[config.mk]
export PLATFORM = sky130hd
export DESIGN_NAME = data_mem_arbiter
export DESIGN_NICKNAME = d
export VERILOG_FILES = /design/src/rtl/data_bus_pkg.sv /design/src/rtl/id_fifo.sv /design/src/rtl/data_mem_arbiter.sv
export SDC_FILE = /design/constraint.sdc
export NUM_CORES = 1
export LEC_CHECK = 0
export CELL_PAD_IN_SITES_DETAIL_PLACEMENT = 0
export CELL_PAD_IN_SITES_GLOBAL_PLACEMENT = 1
export CORE_ASPECT_RATIO = 0.9
export CORE_MARGIN = 1.5
export CORE_UTILIZATION = 14
export DETAILED_ROUTE_END_ITERATION = 10
export HOLD_SLACK_MARGIN = 0.15
export PLACE_DENSITY = 0.94
export SETUP_SLACK_MARGIN = 0.05
export SLEW_MARGIN = 20
export SYNTH_ARGS = -nofsm -noshare
export SYNTH_HDL_FRONTEND = slang
export SYNTH_SLANG_ARGS = --single-unit
[constraint.sdc]
create_clock -name HCLK -period 2.4 [get_ports HCLK]
set_input_delay 0.48 -clock HCLK [delete_from_list [all_inputs] [get_ports HCLK]]
set_output_delay 0.48 -clock HCLK [all_outputs]
set_load 0.02 [all_outputs]
[src/rtl/data_bus_pkg.sv]
// data_bus_pkg: shared master IDs, arbiter state and default widths for the data bus.
package data_bus_pkg;
  typedef logic master_id_t;
  typedef enum logic {ARB_FREE = 1'b0, ARB_LOCKED = 1'b1} arb_state_t;
  localparam int NUM_MASTERS = 2;
  localparam master_id_t M_CORE = 1'b0;
  localparam master_id_t M_AUX = 1'b1;
  localparam int BUS_ADDR_W = 32;
  localparam int BUS_DATA_W = 32;
endpackage

[src/rtl/id_fifo.sv]
// id_fifo: in-order FIFO of master IDs for accepted-but-unanswered transactions.
module id_fifo
  import data_bus_pkg::*;
#(
  parameter int DEPTH = 2,
  localparam int CW = $clog2(DEPTH + 1)
) (
  input  logic          clk,
  input  logic          rst_n,
  input  logic          push,
  input  logic          pop,
  input  master_id_t    din,
  output master_id_t    dout,
  output logic          full,
  output logic          empty,
  output logic [CW-1:0] count
);
  localparam int PW = DEPTH > 1 ? $clog2(DEPTH) : 1;
  master_id_t mem_q [DEPTH];
  master_id_t mem_d [DEPTH];
  logic [PW-1:0] wr_q, wr_d, rd_q, rd_d;
  logic [CW-1:0] cnt_q, cnt_d;
  logic do_push, do_pop;
  function automatic logic [PW-1:0] inc(input logic [PW-1:0] p);
    return p == PW'(DEPTH - 1) ? '0 : p + 1'b1;
  endfunction
  always_comb begin
    full = cnt_q == CW'(DEPTH);
    empty = cnt_q == '0;
    dout = mem_q[rd_q];
    count = cnt_q;
    do_push = push & !full;
    do_pop = pop & !empty;
    mem_d = mem_q;
    if (do_push) mem_d[wr_q] = din;
    wr_d = do_push ? inc(wr_q) : wr_q;
    rd_d = do_pop ? inc(rd_q) : rd_q;
    cnt_d = cnt_q + CW'(do_push) - CW'(do_pop);
  end
  always_ff @(posedge clk or negedge rst_n) begin
    if (!rst_n) begin
      mem_q <= '{default: '0};
      wr_q <= '0;
      rd_q <= '0;
      cnt_q <= '0;
    end else begin
      mem_q <= mem_d;
      wr_q <= wr_d;
      rd_q <= rd_d;
      cnt_q <= cnt_d;
    end
  end
endmodule

[src/rtl/data_mem_arbiter.sv]
// data_mem_arbiter: round-robin two-master arbiter onto one req/gnt/rvalid memory port,
// routing in-order responses back through an ID FIFO.
module data_mem_arbiter
  import data_bus_pkg::*;
#(
  parameter int ADDR_W = BUS_ADDR_W,
  parameter int DATA_W = BUS_DATA_W,
  parameter int MAX_OUTSTANDING = 2,
  localparam int OW = $clog2(MAX_OUTSTANDING + 1)
) (
  input  logic                HCLK,
  input  logic                HRESETn,
  input  logic                m0_req,
  input  logic [ADDR_W-1:0]   m0_addr,
  input  logic                m0_we,
  input  logic [DATA_W/8-1:0] m0_be,
  input  logic [DATA_W-1:0]   m0_wdata,
  output logic                m0_gnt,
  output logic                m0_rvalid,
  output logic [DATA_W-1:0]   m0_rdata,
  input  logic                m1_req,
  input  logic [ADDR_W-1:0]   m1_addr,
  input  logic                m1_we,
  input  logic [DATA_W/8-1:0] m1_be,
  input  logic [DATA_W-1:0]   m1_wdata,
  output logic                m1_gnt,
  output logic                m1_rvalid,
  output logic [DATA_W-1:0]   m1_rdata,
  output logic                s_req,
  output logic [ADDR_W-1:0]   s_addr,
  output logic                s_we,
  output logic [DATA_W/8-1:0] s_be,
  output logic [DATA_W-1:0]   s_wdata,
  input  logic                s_gnt,
  input  logic                s_rvalid,
  input  logic [DATA_W-1:0]   s_rdata,
  output logic [OW-1:0]       outstanding,
  output logic                err_unexpected
);
  arb_state_t state_q, state_d;
  master_id_t lock_id_q, lock_id_d, rr_last_q, rr_last_d, sel, head;
  logic err_q, err_d, full, empty, hs, pop, sel_req;
  always_comb begin
    sel = state_q == ARB_LOCKED ? lock_id_q : (m0_req ^ m1_req) ? master_id_t'(m1_req) : !rr_last_q;
    sel_req = sel == M_AUX ? m1_req : m0_req;
    // Combinational outputs are gated by reset so the port is quiet while held in reset.
    s_req = HRESETn & sel_req & !full;
    hs = s_req & s_gnt;
    pop = HRESETn & s_rvalid & !empty;
    s_addr = s_req ? (sel == M_AUX ? m1_addr : m0_addr) : '0;
    s_we = s_req & (sel == M_AUX ? m1_we : m0_we);
    s_be = s_req ? (sel == M_AUX ? m1_be : m0_be) : '0;
    s_wdata = s_req ? (sel == M_AUX ? m1_wdata : m0_wdata) : '0;
    m0_gnt = hs & (sel == M_CORE);
    m1_gnt = hs & (sel == M_AUX);
    m0_rvalid = pop & (head == M_CORE);
    m1_rvalid = pop & (head == M_AUX);
    m0_rdata = m0_rvalid ? s_rdata : '0;
    m1_rdata = m1_rvalid ? s_rdata : '0;
    err_unexpected = err_q;
    state_d = state_q;
    lock_id_d = lock_id_q;
    rr_last_d = rr_last_q;
    err_d = err_q | (s_rvalid & empty);
    if (hs) begin
      state_d = ARB_FREE;
      rr_last_d = sel;
    end else if (s_req) begin
      state_d = ARB_LOCKED;
      lock_id_d = sel;
    end else if (state_q == ARB_LOCKED && !sel_req) begin
      state_d = ARB_FREE;
    end
  end
  always_ff @(posedge HCLK or negedge HRESETn) begin
    if (!HRESETn) begin
      state_q <= ARB_FREE;
      lock_id_q <= M_CORE;
      rr_last_q <= M_AUX;
      err_q <= 1'b0;
    end else begin
      state_q <= state_d;
      lock_id_q <= lock_id_d;
      rr_last_q <= rr_last_d;
      err_q <= err_d;
    end
  end
  id_fifo #(.DEPTH(MAX_OUTSTANDING)) u_ids (
    .clk(HCLK),
    .rst_n(HRESETn),
    .push(hs),
    .pop(pop),
    .din(sel),
    .dout(head),
    .full(full),
    .empty(empty),
    .count(outstanding)
  );
endmodule

==> run_results.csv, run 1 <==
group,metric,value,unit
run_status,status,"finished, final reports clean",
route,dr.pass1.iters,4,
setup_path,critPathTopFamily,"buffers and inverters",
timing,setup_viol,0,
cts,holdBufCountCts,0,
cts,tritoncts,"done",
floorplan,die_y,124,um
yosys,avgSynthCellArea,5.55,um^2
place,gp_congestion,0.772,
timing,tightest_slew,385,ps
setup_path,path_common_cell,"buf_12",
route,vias_per_cell,4.53,
power_and_ir_drop,p_per_area,922,mW/mm^2
floorplan,ios,317,
final_layout,nets,917,
final_layout,layout_common_cells,"clkdlybuf4s50_1 (174), buf_4 (110), nor2_1 (65), a21oi_1 (58), buf_2 (45)",
floorplan,die_w,137,um
route,drt_iter0_drc,171,
yosys,muxShareOfSynthArea,0.0188,
yosys,yosysWarningCount,0,
setup_path,path_buf_inv,6,
cts,path_clk_slew,40,ps
timing,min_period,2380,ps
power_and_ir_drop,max-vdd-ir-drop,0.547,mV
timing,rsz0062_at_grt,"yes",
cts,cts_made_buffers,3,
global_route,track_usage,0.149,
final_layout,fin_area,0.00613,mm^2
yosys,synth_top_family_by_area,"simple AND/OR/NAND/NOR gates",
timing,maxSlewHeadroom,0.737,
setup_path,arrival,1900,ps
cts,clock_latency,240,ps
route,vias,4267,
yosys,syn_inst,407,
power_and_ir_drop,power_leakage,2.69,nW
floorplan,core_area,0.0156,mm^2
route,drc,0,
yosys,syn_area,0.00226,mm^2
floorplan,die_area,0.0169,mm^2
setup_path,critPathRequiredTime,1920,ps
global_route,first_global_vias,4103,
yosys,synthSimpleGateAreaFrac,0.364,
cts,cts.htree.levels,1,
setup_path,cp_cell_sequence,"inv_2 > a211oi_4 > buf_6 > buf_12 > buf_12 > buf_16 > o21ai_1 > a21oi_1 > buf_4",
place,place_area,0.00586,mm^2
setup_path,cp-end-kind,"output port",
route,wirelength,14.4,mm
place,numPortBuffers,316,
global_route,antenna_found_initial,0,
final_layout,num_antenna_cells,0,
global_route,grt_pass1_wl,20.2,mm
global_route,overflow,0,
global_route,grt_max_degree,44,
setup_path,startpoint_type,"register",
timing,clock.fmax,0.420,GHz
timing,slew_violations,0,
final_layout,final_common_cell,"clkdlybuf4s50_1",
yosys,synth-seq-area-share,0.111,
cts,cts.sinks,10,
yosys,ys_ff_latch,10,
flow_run,cap_violations,0,
timing,skew,1.47,ps
floorplan,start_util,0.145,
setup_path,slowest_stage,"dfstp_2",
cts,clockRootBuffer,"clkbuf_16",
yosys,ys_types,36,
final_layout,area_delta_synth_final,171,%
route,post_drt_wl_per_cell,15.3,um
place,dp.cells,917,
route,detail-route-antenna-nets,0,
yosys,synthAdderAreaFrac,0.00554,
final_layout,final-instance-count-excl-fill,941,
yosys,synth_fp_nets,584,
timing,hold_violations,0,
setup_path,critPathKind,"register to output port",
setup_path,crit_fanout,5,
yosys,synth_compound_area_frac,0.356,
timing,finalCritPeriodShare,0.993,
setup_path,slowest_delay,520,ps
place,hpwl,10.2,mm
cts,cts_buffer_depth,2,
floorplan,std_cell_rows,43,
yosys,synth_xor_area_frac,0.0194,
final_layout,drive_above_1_share,0.364,
final_layout,fin_util,0.393,
worst_hold_path,hp-class,"register to register",
-- state kept, by name, indices dropped and copies added (netlist names) --
register        count
u_ids.rd_q          1
u_ids.count         2
u_ids.wr_q          1
rr_last_q           1
lock_id_q           1
u_ids.mem_q         2
err_unexpected      1
state_q             1
-- power breakdown --
group          internal, mW  switching, mW  total, mW
logic                  2.28           2.73       5.01
registers             0.252         0.0611      0.313
clock network         0.251         0.0839      0.335
total                  2.78           2.88       5.66
-- cell families (layout without fill, tap and decap cells) --
| kind of cell | count (synthesis) | count (layout) |
|---|---|---|
| simple gates | 186 | 186 |
| compound gates | 149 | 149 |
| buf+inv | 52 | 384 |
| flops | 10 | 10 |
| xor+xnor | 5 | 5 |
| mux | 4 | 4 |
| fa+ha+maj | 1 | 1 |
-- final cells by class --
type	instances	area, um^2
inverters	5	18.8
multi-input cells	345	1990
clock buffers	4	88.8
fillers	1655	9470
repair buffers	375	3530
well taps	202	253
flip-flops and latches	10	251
-- through the flow --
step / setup TNS (ps) / hold WS, ps / power [mW] / setup slack (ps)
floorplan: 0 / 184 / 2.65 / 263
global placement: -83270 / 439 / 4.75 / -804
detailed placement: -86800 / 450 / 4.74 / -814
CTS: -5.16 / 464 / 5.27 / -5.16
global route: -407 / 477 / 6.06 / -33.1
finish: 0 / 459 / 5.66 / 16.5
-- layer usage --
| metal | vias to the layer above | part of all wire | global-route usage |
|---|---|---|---|
| met5 | - | 0 | 0 |
| met3 | 10 | 0.090 | 0.0324 |
| met2 | 191 | 0.50 | 0.284 |
| li1 | 2087 | - | - |
| met1 | 1979 | 0.40 | 0.169 |
| met4 | 0 | 0.0099 | 0.0296 |
-- what timing repair did --
action | CTS | global route
gates resized for setup | 619 | 112
gates cloned | 5 | 3
buffers inserted | 9 | 4
pin swaps | 22 | 48
endpoints found under the setup margin | 138 | 98
-- synth_stat cells, drive strengths merged --
library cell   n  share of area
inv            5         0.0083
nor4           2         0.0055
a2111oi        1         0.0039
a211oi         1         0.0089
nand2         36          0.061
ha             1         0.0055
nand3         69           0.15
o21ai         69           0.15
buf           29          0.087
nand2b         2         0.0066
a211o          1         0.0039
mux2           2          0.010
dfrtp          9           0.10
a21boi         1         0.0033
nor3           5          0.013
clkbuf        18          0.030
dfstp          1          0.012
o31ai          4          0.013
nor2          69           0.11
and2b          1         0.0044
nor2b          1         0.0028
xor2           2         0.0078
or2            1         0.0028
xnor2          3          0.012
a21oi         70           0.16
a21o           1         0.0033
o221ai         1         0.0066
mux2i          2         0.0089
-- final timing paths --
path,startpoint,depth (start not counted),slack [ps],end
worst min register to register,err_unexpected$_DFF_PN0_,1,460,err_unexpected$_DFF_PN0_
max in group asynchronous,HRESETn,3,1680,rr_last_q$_DFFE_PN1P_
worst min-delay path,err_unexpected$_DFF_PN0_,1,460,err_unexpected$_DFF_PN0_
min in group asynchronous,HRESETn,3,490,err_unexpected$_DFF_PN0_
worst max-delay path,rr_last_q$_DFFE_PN1P_,9,20,s_wdata[10]
worst max register to register,u_ids.count[1]$_DFF_PN0_,10,210,u_ids.count[1]$_DFF_PN0_
-- worst reg2reg max path: stages, from the launching register on --
cell and delay [ps]:
dfrtp_1 380, buf_4 160, nor2_1 210, nor2_4 80
buf_4 140, buf_4 120, buf_4 120, buf_4 130
ha_1 310, nor4_2 300, xnor2_1 110
(Power assumes the default switching activity.)
==> inputs of run 2 (changes only) <==
PLACE_DENSITY = not set   (was 0.94)
PLACE_DENSITY_LB_ADDON = 0.1   (was not set)
==> run 2 against run 1 <==
Cell count grew 2.0%. Register-to-register slack lost 30 ps. Non-clock buffer count grew 19. Routed wire length grew 28%. Utilization grew 6.0 points. Fmax shrank 0.34%. First-iteration DRC count shrank 18%. Total power grew 23%. Critical path type unchanged. Largest power group unchanged.
==> run_results.csv, run 2 (synthesized netlist as in run 1, its figures left out) <==
group,metric,value,unit
route,drt_iter0_drc,140,
place,dp.cells,918,
floorplan,start_util,0.145,
setup_path,critPathRequiredTime,1920,ps
route,wirelength,18.5,mm
floorplan,die_w,137,um
final_layout,multi_input_area,0.00241,mm^2
setup_path,startpoint_type,"register",
power_and_ir_drop,comb_power_share,0.906,
power_and_ir_drop,max-vdd-ir-drop,0.485,mV
timing,setup_ws,8.47,ps
final_layout,seq_area,253,um^2
setup_path,critPathKind,"register to output port",
route,vias_per_cell,4.64,
global_route,track_usage,0.189,
final_layout,layout_common_cells,"clkdlybuf4s50_1 (174), nor2_1 (67), buf_4 (67), buf_2 (51), buf_6 (50)",
setup_path,path_common_cell,"buf_6",
floorplan,ios,317,
route,dr.pass1.iters,6,
worst_hold_path,hp-class,"primary input to async pin",
cts,path_clk_slew,40,ps
floorplan,std_cell_rows,43,
power_and_ir_drop,p_per_area,986,mW/mm^2
timing,slew_violations,0,
place,numPortBuffers,316,
final_layout,final_common_cell,"clkdlybuf4s50_1",
route,drc,0,
run_status,status,"finished, final reports clean",
timing,clock.fmax,0.418,GHz
setup_path,cp_cell_sequence,"inv_2 > buf_6 > a211o_4 > buf_12 > buf_16 > nand3_1 > a21oi_2 > buf_6",
final_layout,nets,936,
final_layout,drive_above_1_share,0.479,
cts,holdBufCountCts,0,
timing,setup_viol,0,
global_route,antenna_found_initial,0,
setup_path,critPathTopFamily,"buffers and inverters",
cts,cts.htree.levels,1,
route,vias,4450,
power_and_ir_drop,p_sw,3.53,mW
place,gp_congestion,0.788,
place,hpwl,11.5,mm
cts,cts_made_buffers,3,
final_layout,num_antenna_cells,0,
route,post_drt_wl_per_cell,19.2,um
timing,hold_violations,0,
setup_path,slowest_stage,"dfstp_2",
timing,maxSlewHeadroom,0.695,
global_route,first_global_vias,4263,
setup_path,slowest_delay,510,ps
timing,min_period,2390,ps
power_and_ir_drop,switching_share,0.507,
power_and_ir_drop,seqPwrFrac,0.046,
final_layout,num-fill-cells,1570,
setup_path,path_buf_inv,5,
final_layout,area_delta_synth_final,213,%
setup_path,arrival,1910,ps
global_route,grt_max_degree,34,
timing,tightest_slew,455,ps
cts,clock_latency,240,ps
route,detail-route-antenna-nets,0,
timing,rsz0062_at_grt,"yes",
setup_path,cp-end-kind,"output port",
floorplan,die_area,0.0169,mm^2
flow_run,cap_violations,0,
floorplan,core_area,0.0156,mm^2
floorplan,die_y,124,um
power_and_ir_drop,clkPwrFrac,0.049,
setup_path,crit_fanout,8,
cts,tritoncts,"done",
global_route,grt_pass1_wl,24.7,mm
place,preCtsSetupSlack,-850,ps
final_layout,final-instance-count-excl-fill,960,
cts,clockRootBuffer,"clkbuf_16",
cts,cts_buffer_depth,2,
timing,skew,0.928,ps
power_and_ir_drop,internal-power,3.43,mW
cts,cts.sinks,10,
timing,finalCritPeriodShare,0.996,
global_route,overflow,0,
power_and_ir_drop,power_leakage,2.96,nW
run 2: final cells by class:
| type | count | share of cell area |
|---|---|---|
| timing repair buffer | 394 | 0.573 |
| inverter | 5 | 0.00265 |
| tap | 202 | 0.0358 |
| clock buffer | 4 | 0.0126 |
| multi-input combinational | 345 | 0.341 |
| sequential | 10 | 0.0358 |
run 2: worst paths after layout:
| check | start | end | slack (ps) | cells past startpoint |
|---|---|---|---|---|
| max | rr_last_q$_DFFE_PN1P_ | s_wdata[18] | 8 | 8 |
| min | HRESETn | u_ids.count[1]$_DFF_PN0_ | 450 | 3 |
| max reg2reg | u_ids.count[0]$_DFF_PN0_ | u_ids.count[1]$_DFF_PN0_ | 180 | 9 |
| min reg2reg | err_unexpected$_DFF_PN0_ | err_unexpected$_DFF_PN0_ | 450 | 1 |
| max in group asynchronous | HRESETn | rr_last_q$_DFFE_PN1P_ | 1720 | 3 |
| min in group HCLK | err_unexpected$_DFF_PN0_ | err_unexpected$_DFF_PN0_ | 450 | 1 |
run 2: power by group through the flow:
| stage | Sequential (mW) | Combinational [mW] | Clock [mW] |
|---|---|---|---|
| 3_5_place_dp | 0.319 | 4.45 | 0 |
| 2_1_floorplan | 0.337 | 2.31 | 0 |
| 6_report | 0.320 | 6.31 | 0.338 |
| 5_1_grt | 0.328 | 6.68 | 0.355 |
| 3_3_place_gp | 0.312 | 4.45 | 0 |
| 4_1_cts | 0.318 | 5.59 | 0.344 |
run 2: worst min-delay path, delay by kind of cell:
family	cells	cell delay [ps]
buffers and inverters	3	560
run 2: metal layers:
layer  track usage  routed length (um)
met5             0                   0
met4        0.0336                 342
met3        0.0361                1160
met2         0.360                9830
met1         0.220                7140
run 2: what timing repair did:
item,CTS,global route
gates cloned,13,6
hold endpoints to repair,0,0
setup buffers,13,12
endpoints found under the setup margin,138,130
gates resized for setup,687,209
pin swaps,67,56
run 2: metrics by stage:
step / instance area, um^2 / hold WS (ps) / setup TNS, ps / total power [mW] / utilization
3_3_place_gp: 5850 / 442 / -81580 / 4.76 / 0.375
3_5_place_dp: 5850 / 446 / -84260 / 4.77 / 0.375
4_1_cts: 6580 / 444 / -141 / 6.25 / 0.422
5_1_grt: 7070 / 474 / -478 / 7.36 / 0.453
6_report: 7070 / 451 / 0 / 6.97 / 0.453
2_1_floorplan: 2260 / 184 / 0 / 2.65 / -
